### config.mk
export PLATFORM = sky130hd
export DESIGN_NAME = ir_assembler
export DESIGN_NICKNAME = d
export VERILOG_FILES = /design/src/rtl/ir_assembler.sv
export SDC_FILE = /design/constraint.sdc
export NUM_CORES = 1
export LEC_CHECK = 0
export CAP_MARGIN = 25
export CELL_PAD_IN_SITES_DETAIL_PLACEMENT = 0
export CELL_PAD_IN_SITES_GLOBAL_PLACEMENT = 1
export CORE_MARGIN = 2
export CORE_UTILIZATION = 33
export CTS_CLUSTER_SIZE = 14
export DETAILED_ROUTE_END_ITERATION = 7
export PLACE_DENSITY = 0.78
export SLEW_MARGIN = 15
export SYNTH_ARGS = -nofsm -noshare
export SYNTH_HDL_FRONTEND = slang
export SYNTH_SLANG_ARGS = --single-unit
### constraint.sdc
create_clock -name clk -period 1.5 [get_ports clk]
set_clock_uncertainty 0.1 [all_clocks]
set_input_delay 0.15 -clock clk [delete_from_list [all_inputs] [get_ports clk]]
set_output_delay 0.15 -clock clk [all_outputs]
set_load 0.1 [all_outputs]
### src/rtl/ir_assembler.sv
// Instruction-register assembler: packs BYTES bus words into one instruction.
// Optional sticky overrun flag under IR_ASSEMBLER_OVERRUN_EN.
module ir_assembler #(
  parameter int DATA_W     = 8,
  parameter int BYTES      = 2,
  parameter int BIG_ENDIAN = 1,
  localparam int OUT_W     = DATA_W * BYTES
) (
  input  logic              clk,
  input  logic              rst,
  input  logic              ena,
  input  logic [DATA_W-1:0] data,
  input  logic              flush,
  input  logic              ir_ready,
  output logic [OUT_W-1:0]  opc_iraddr,
  output logic              ir_valid,
  output logic              ena_rdy,
`ifdef IR_ASSEMBLER_OVERRUN_EN
  output logic              overrun,
`endif
  output logic              busy
);

  localparam int CNT_W = $clog2(BYTES);
  localparam logic [CNT_W-1:0] LAST = CNT_W'(BYTES - 1);

  logic [OUT_W-1:0] sh;
  logic [OUT_W-1:0] merged;
  logic [CNT_W-1:0] cnt;
  logic             accept;
  logic             complete;

  // Final word stalls only while the output stage is still occupied.
  assign ena_rdy  = !flush && !(cnt == LAST && ir_valid && !ir_ready);
  assign accept   = ena && ena_rdy;
  assign complete = accept && (cnt == LAST);
  assign busy     = (cnt != '0);

  // Shadow word with the incoming bus word dropped into slot cnt.
  always_comb begin
    merged = sh;
    for (int k = 0; k < BYTES; k++) begin
      if (cnt == CNT_W'(k)) begin
        if (BIG_ENDIAN != 0)
          merged[OUT_W-(k+1)*DATA_W +: DATA_W] = data;
        else
          merged[k*DATA_W +: DATA_W] = data;
      end
    end
  end

  // Collect words, hand completed instructions to the output stage.
  always_ff @(posedge clk) begin
    if (!rst) begin
      sh         <= '0;
      cnt        <= '0;
      opc_iraddr <= '0;
      ir_valid   <= 1'b0;
    end else begin
      if (flush) begin
        sh  <= '0;
        cnt <= '0;
      end else if (accept) begin
        if (cnt == LAST) begin
          opc_iraddr <= merged;
          sh         <= '0;
          cnt        <= '0;
        end else begin
          sh  <= merged;
          cnt <= cnt + 1'b1;
        end
      end
      if (complete)
        ir_valid <= 1'b1;
      else if (ir_valid && ir_ready)
        ir_valid <= 1'b0;
    end
  end

`ifdef IR_ASSEMBLER_OVERRUN_EN
  // Sticky record of a strobe dropped by back-pressure.
  always_ff @(posedge clk) begin
    if (!rst)
      overrun <= 1'b0;
    else if (ena && !ena_rdy && !flush)
      overrun <= 1'b1;
  end
`endif

endmodule

# == Word level (Yosys, flattened, before mapping) ==
# Cells that the tools add are included.
# totals
regBits,34
latch_bits,0
mem_bits_rw,0
romBits,0
input_bits,13
output_inout_bits,19
word_cells,25
memories,0
# classes
n_addsub,1
mul,0
div_mod_pow,0
n_lt_le_gt_ge,0
eq_ne,0
shift,0
muxes,6
bitwise,2
reduce_logical,12
# op_table
cell,n
$mux W16,2
$mux W8,1
$logic_and A1 B1 Y1,6
$logic_not A1 Y1,3
$mux W1,3
$reduce_and A3 Y1,1
$not A1 Y1,2
$reduce_bool A2 Y1,1
$reduce_or A2 Y1,1
$add A1 B1 Y1 const B,1

# == Longest topological paths before layout ==
# logic_depth
depth_word,7
mapped_depth,5
mapped_depth_nobuf,3

# == Worst setup path after synthesis ==
# Ideal clock, no wire load.
# synth_timing
path_kind,register to output
from,register ir_valid
to,output port ena_rdy
t_arrival_ps,2407
required_time_ps,1250
path_slack_ps,-1157
stages_incl_launch_ff,3
n_path_buf,0
cell_sequence,dfxtp_1 -> nor2b_4 -> a21oi_1
# synth_between
elab_chain_len,4
# synth_rtl
element,line,text
from (decl),16,"output logic ir_valid,"
from (signal assigned),58,ir_valid <= 1'b0;
from (signal assigned),74,ir_valid <= 1'b1;
from (signal assigned),76,ir_valid <= 1'b0;
$logic_and A1 B1 Y1 (2 in series),34,assign ena_rdy = !flush && !(cnt == LAST && ir_valid && !ir_ready);
$logic_not A1 Y1,34,
$logic_and A1 B1 Y1,34,
to (decl),17,"output logic ena_rdy,"
# No other way between the ends.

# == Final worst setup path ==
# layout_timing
from,register ir_valid
to,register opc_iraddr[4]
# layout_between
elab_chain_len,6
# layout_rtl
element,line,text
$logic_and A1 B1 Y1 (2 in series),34,
$logic_not A1 Y1,34,
$logic_and A1 B1 Y1,34,
$logic_and A1 B1 Y1,35,assign accept = ena && ena_rdy;
$reduce_and A3 Y1 (no line),-,
to (signal assigned),65,opc_iraddr <= merged;
to (decl),15,"output logic [OUT_W-1:0] opc_iraddr,"
# No other way between the ends.
# A chain may end at the register's enable or synchronous reset.

==> impl_metrics.csv <==
group,metric,value,unit
clock_tree,cts-htree-levels,1,
cells_and_area,utilization,53.9,%
route,antenna_violating_nets_post_route,0,
status,run_status,"finished, final reports clean",
setup_path,cp_slowest_cell,"sky130_fd_sc_hd__dfxtp_4",
clock_tree,path_clk_slew,130,ps
floorplanning,floorplan.io_pins,32,
sta,final-max-slew-violation-count,0,
floorplanning,floorplan.die.height,59.2,µm
placement,hpwl,1470,µm
cells_and_area,post_layout_nonfiller_instances,166,
floorplanning,core-area,0.00298,mm²
power,worst_vdd_rail_ir_drop,0.000579,V
route,dr_vias,769,
clock_tree,number_of_gates_given_a_new_drive_strength_after_cts,0,
sta,timing.final.crit_share,92.6,%
global_route,number_of_antenna_violations_at_the_first_check_in_global_routing,0,
cells_and_area,final_cell_mix,"sky130_fd_sc_hd__nand2_1, sky130_fd_sc_hd__dfxtp_1, sky130_fd_sc_hd__buf_12, sky130_fd_sc_hd__mux2i_1, sky130_fd_sc_hd__clkdlybuf4s50_1",
clock_tree,cts_made_buffers,3,
sta,rsz0062_at_grt,"no",
sta,max_slew.worst_pin.slew,452,ps
synthesis,synth.avg_cell_area,10.2,µm²
flow_run,max-cap-violations,0,
clock_tree,cts.path.max_buffers,2,
sta,timing.fmax,720,MHz
global_route,grt_first_pass_wirelength,3600,µm
sta,setup_tns,0,ps
setup_path,worstPathMaxFanout,18,
floorplanning,initial_core_util,33.8,%
placement,portBuffers,31,
cells_and_area,layout.cells.most_common,"sky130_fd_sc_hd__nand2_1",
placement,post-place-cells,161,
synthesis,synth.ff_latch_count,26,
clock_tree,clkSinkCount,26,
synthesis,synthesis.area,0.00101,mm²
sta,max_slew_margin,69.7,%
global_route,grt_pass1_vias,802,
setup_path,critPathRequiredTime,1650,ps
synthesis,synth.distinct_cells,18,
clock_tree,post-cts-setup-buffer-count,2,
cells_and_area,area_growth,59.4,%
route,postRouteWirelength,1990,µm
clock_tree,cts_tree,"done",
setup_path,critPathMaxStageDelay,360,ps
setup_path,crit_family,"flip-flops",
synthesis,netlist_instances,99,
power,power.total,1.18,mW
clock_tree,hold_buffers,0,
route,firstDrtPassIters,5,
clock_tree,cts.root.buffer_cell,"sky130_fd_sc_hd__clkbuf_4",
worst_hold_path,min_path_type,"in -> reg",
power,power_leakage,0.581,nW
route,drt_first_iter_violations,10,
placement,gpl.final_weighted_congestion,0.677,
synthesis,yosys_warnings,0,
sta,layout_min_cycle_time,1390,ps
cells_and_area,fin_area,0.00161,mm²
route,avgRoutedWirePerCell,12.0,µm
cells_and_area,layout-drive-gt1-share,26.3,%
placement,place_area,0.00157,mm²
setup_path,worst_setup_path_end_kind,"register",
floorplanning,core.rowCount,20,
route,drc,0,
setup_path,cp-start-kind,"register",
sta,final_hold_viol_count,0,
route,via_per_inst,4.63,
power,power.density_cell_area,737,mW/mm²
cells_and_area,final_nets,147,
global_route,grt_max_degree,34,
floorplanning,chipWidth,59.2,µm
setup_path,crit_path_cell_trace,"nor2b_4, buf_4, nor3_4, buf_12, mux2i_1",
global_route,globalRouteOverflowTotal,0,
synthesis,postSynthNetCount,112,
setup_path,critical_path_buf_inv_count,2,
floorplanning,total_die_area,0.00351,mm²
clock_tree,clkLatencyLatePin,320,ps
synthesis,synth-seq-area-share,51.7,%
global_route,global_route_usage_sum,13.6,%
setup_path,timing.critical_path.arrival,1540,ps
sta,finalSetupViolations,0,
setup_path,type_of_the_worst_setup_path,"reg -> reg",
cells_and_area,diodes,0,
==> state kept, by name (all words and copies together) (netlist names) <==
| register | cells |
|---|---|
| opc_iraddr | 16 |
| sh | 8 |
| busy | 1 |
| ir_valid | 1 |
==> worst register-to-register path: stages, from the launching register on <==
cell                      delay, ps
sky130_fd_sc_hd__dfxtp_4        360
sky130_fd_sc_hd__nor2b_4        130
sky130_fd_sc_hd__buf_4          140
sky130_fd_sc_hd__nor3_4         190
sky130_fd_sc_hd__buf_12         200
sky130_fd_sc_hd__mux2i_1        200
==> final cells by class <==
| type | count | area [µm²] |
|---|---|---|
| clock buffer | 3 | 22.5 |
| clock inverter | 1 | 3.75 |
| fill | 261 | 1370 |
| multi-input combinational | 67 | 459 |
| sequential | 26 | 528 |
| tap | 33 | 41.3 |
| timing repair buffer | 36 | 551 |
==> synthesized netlist by cell type <==
master | instances | area [µm²]
sky130_fd_sc_hd__nand2_1 | 33 | 124
sky130_fd_sc_hd__dfxtp_1 | 26 | 521
sky130_fd_sc_hd__mux2i_1 | 16 | 160
sky130_fd_sc_hd__a22o_1 | 8 | 70.1
sky130_fd_sc_hd__clkbuf_1 | 3 | 11.3
sky130_fd_sc_hd__a21oi_1 | 1 | 5.00
sky130_fd_sc_hd__a21oi_2 | 1 | 8.76
sky130_fd_sc_hd__buf_4 | 1 | 7.51
sky130_fd_sc_hd__buf_6 | 1 | 11.3
sky130_fd_sc_hd__buf_8 | 1 | 15.0
sky130_fd_sc_hd__nand2b_4 | 1 | 13.8
sky130_fd_sc_hd__nand3b_1 | 1 | 7.51
sky130_fd_sc_hd__nor2_1 | 1 | 3.75
sky130_fd_sc_hd__nor2b_4 | 1 | 13.8
sky130_fd_sc_hd__nor3_1 | 1 | 5.00
sky130_fd_sc_hd__nor3_2 | 1 | 10.0
sky130_fd_sc_hd__nor3b_2 | 1 | 12.5
sky130_fd_sc_hd__o21a_1 | 1 | 7.51
==> logic make-up after synthesis <==
group | Yosys count | share of synthesized area (%)
DFF | 26 | 51.7
buffers and inverters | 6 | 4.47
and+or+nand+nor | 40 | 18.9
AOI/OAI and AO/OA | 11 | 9.07
muxes | 16 | 15.9
==> layer usage <==
metal  global-route usage [%]  up-vias  wire, µm
met2                     20.6       22       891
li1                         -      399         -
met3                     3.71        5       110
met5                        0        -         0
met4                     5.84        0        33
met1                     18.1      343       952
==> metrics by stage <==
step	hold slack (ps)	setup WS, ps
after global routing	320	4.64
final	319	111
after CTS	315	94.4
after floorplan	176	17.3
after detailed placement	361	-172
after global placement	356	-114
==> worst paths after layout <==
kind | slack (ps) | to | cells past startpoint | from
hold reg to reg | 380 | opc_iraddr[9] | 2 | sh[9]
setup reg to reg | 110 | opc_iraddr[4] | 5 | ir_valid
hold / removal | 320 | opc_iraddr[2] | 3 | data[2]
setup / recovery | 110 | opc_iraddr[4] | 5 | ir_valid
==> where the power goes <==
group | internal (mW) | leakage (nW) | switching (mW)
Clock | 0.0975 | 0.0154 | 0.195
Sequential | 0.701 | 0.212 | 0.0115
Combinational | 0.0791 | 0.354 | 0.0991
Power figures use the tool's default switching activity.
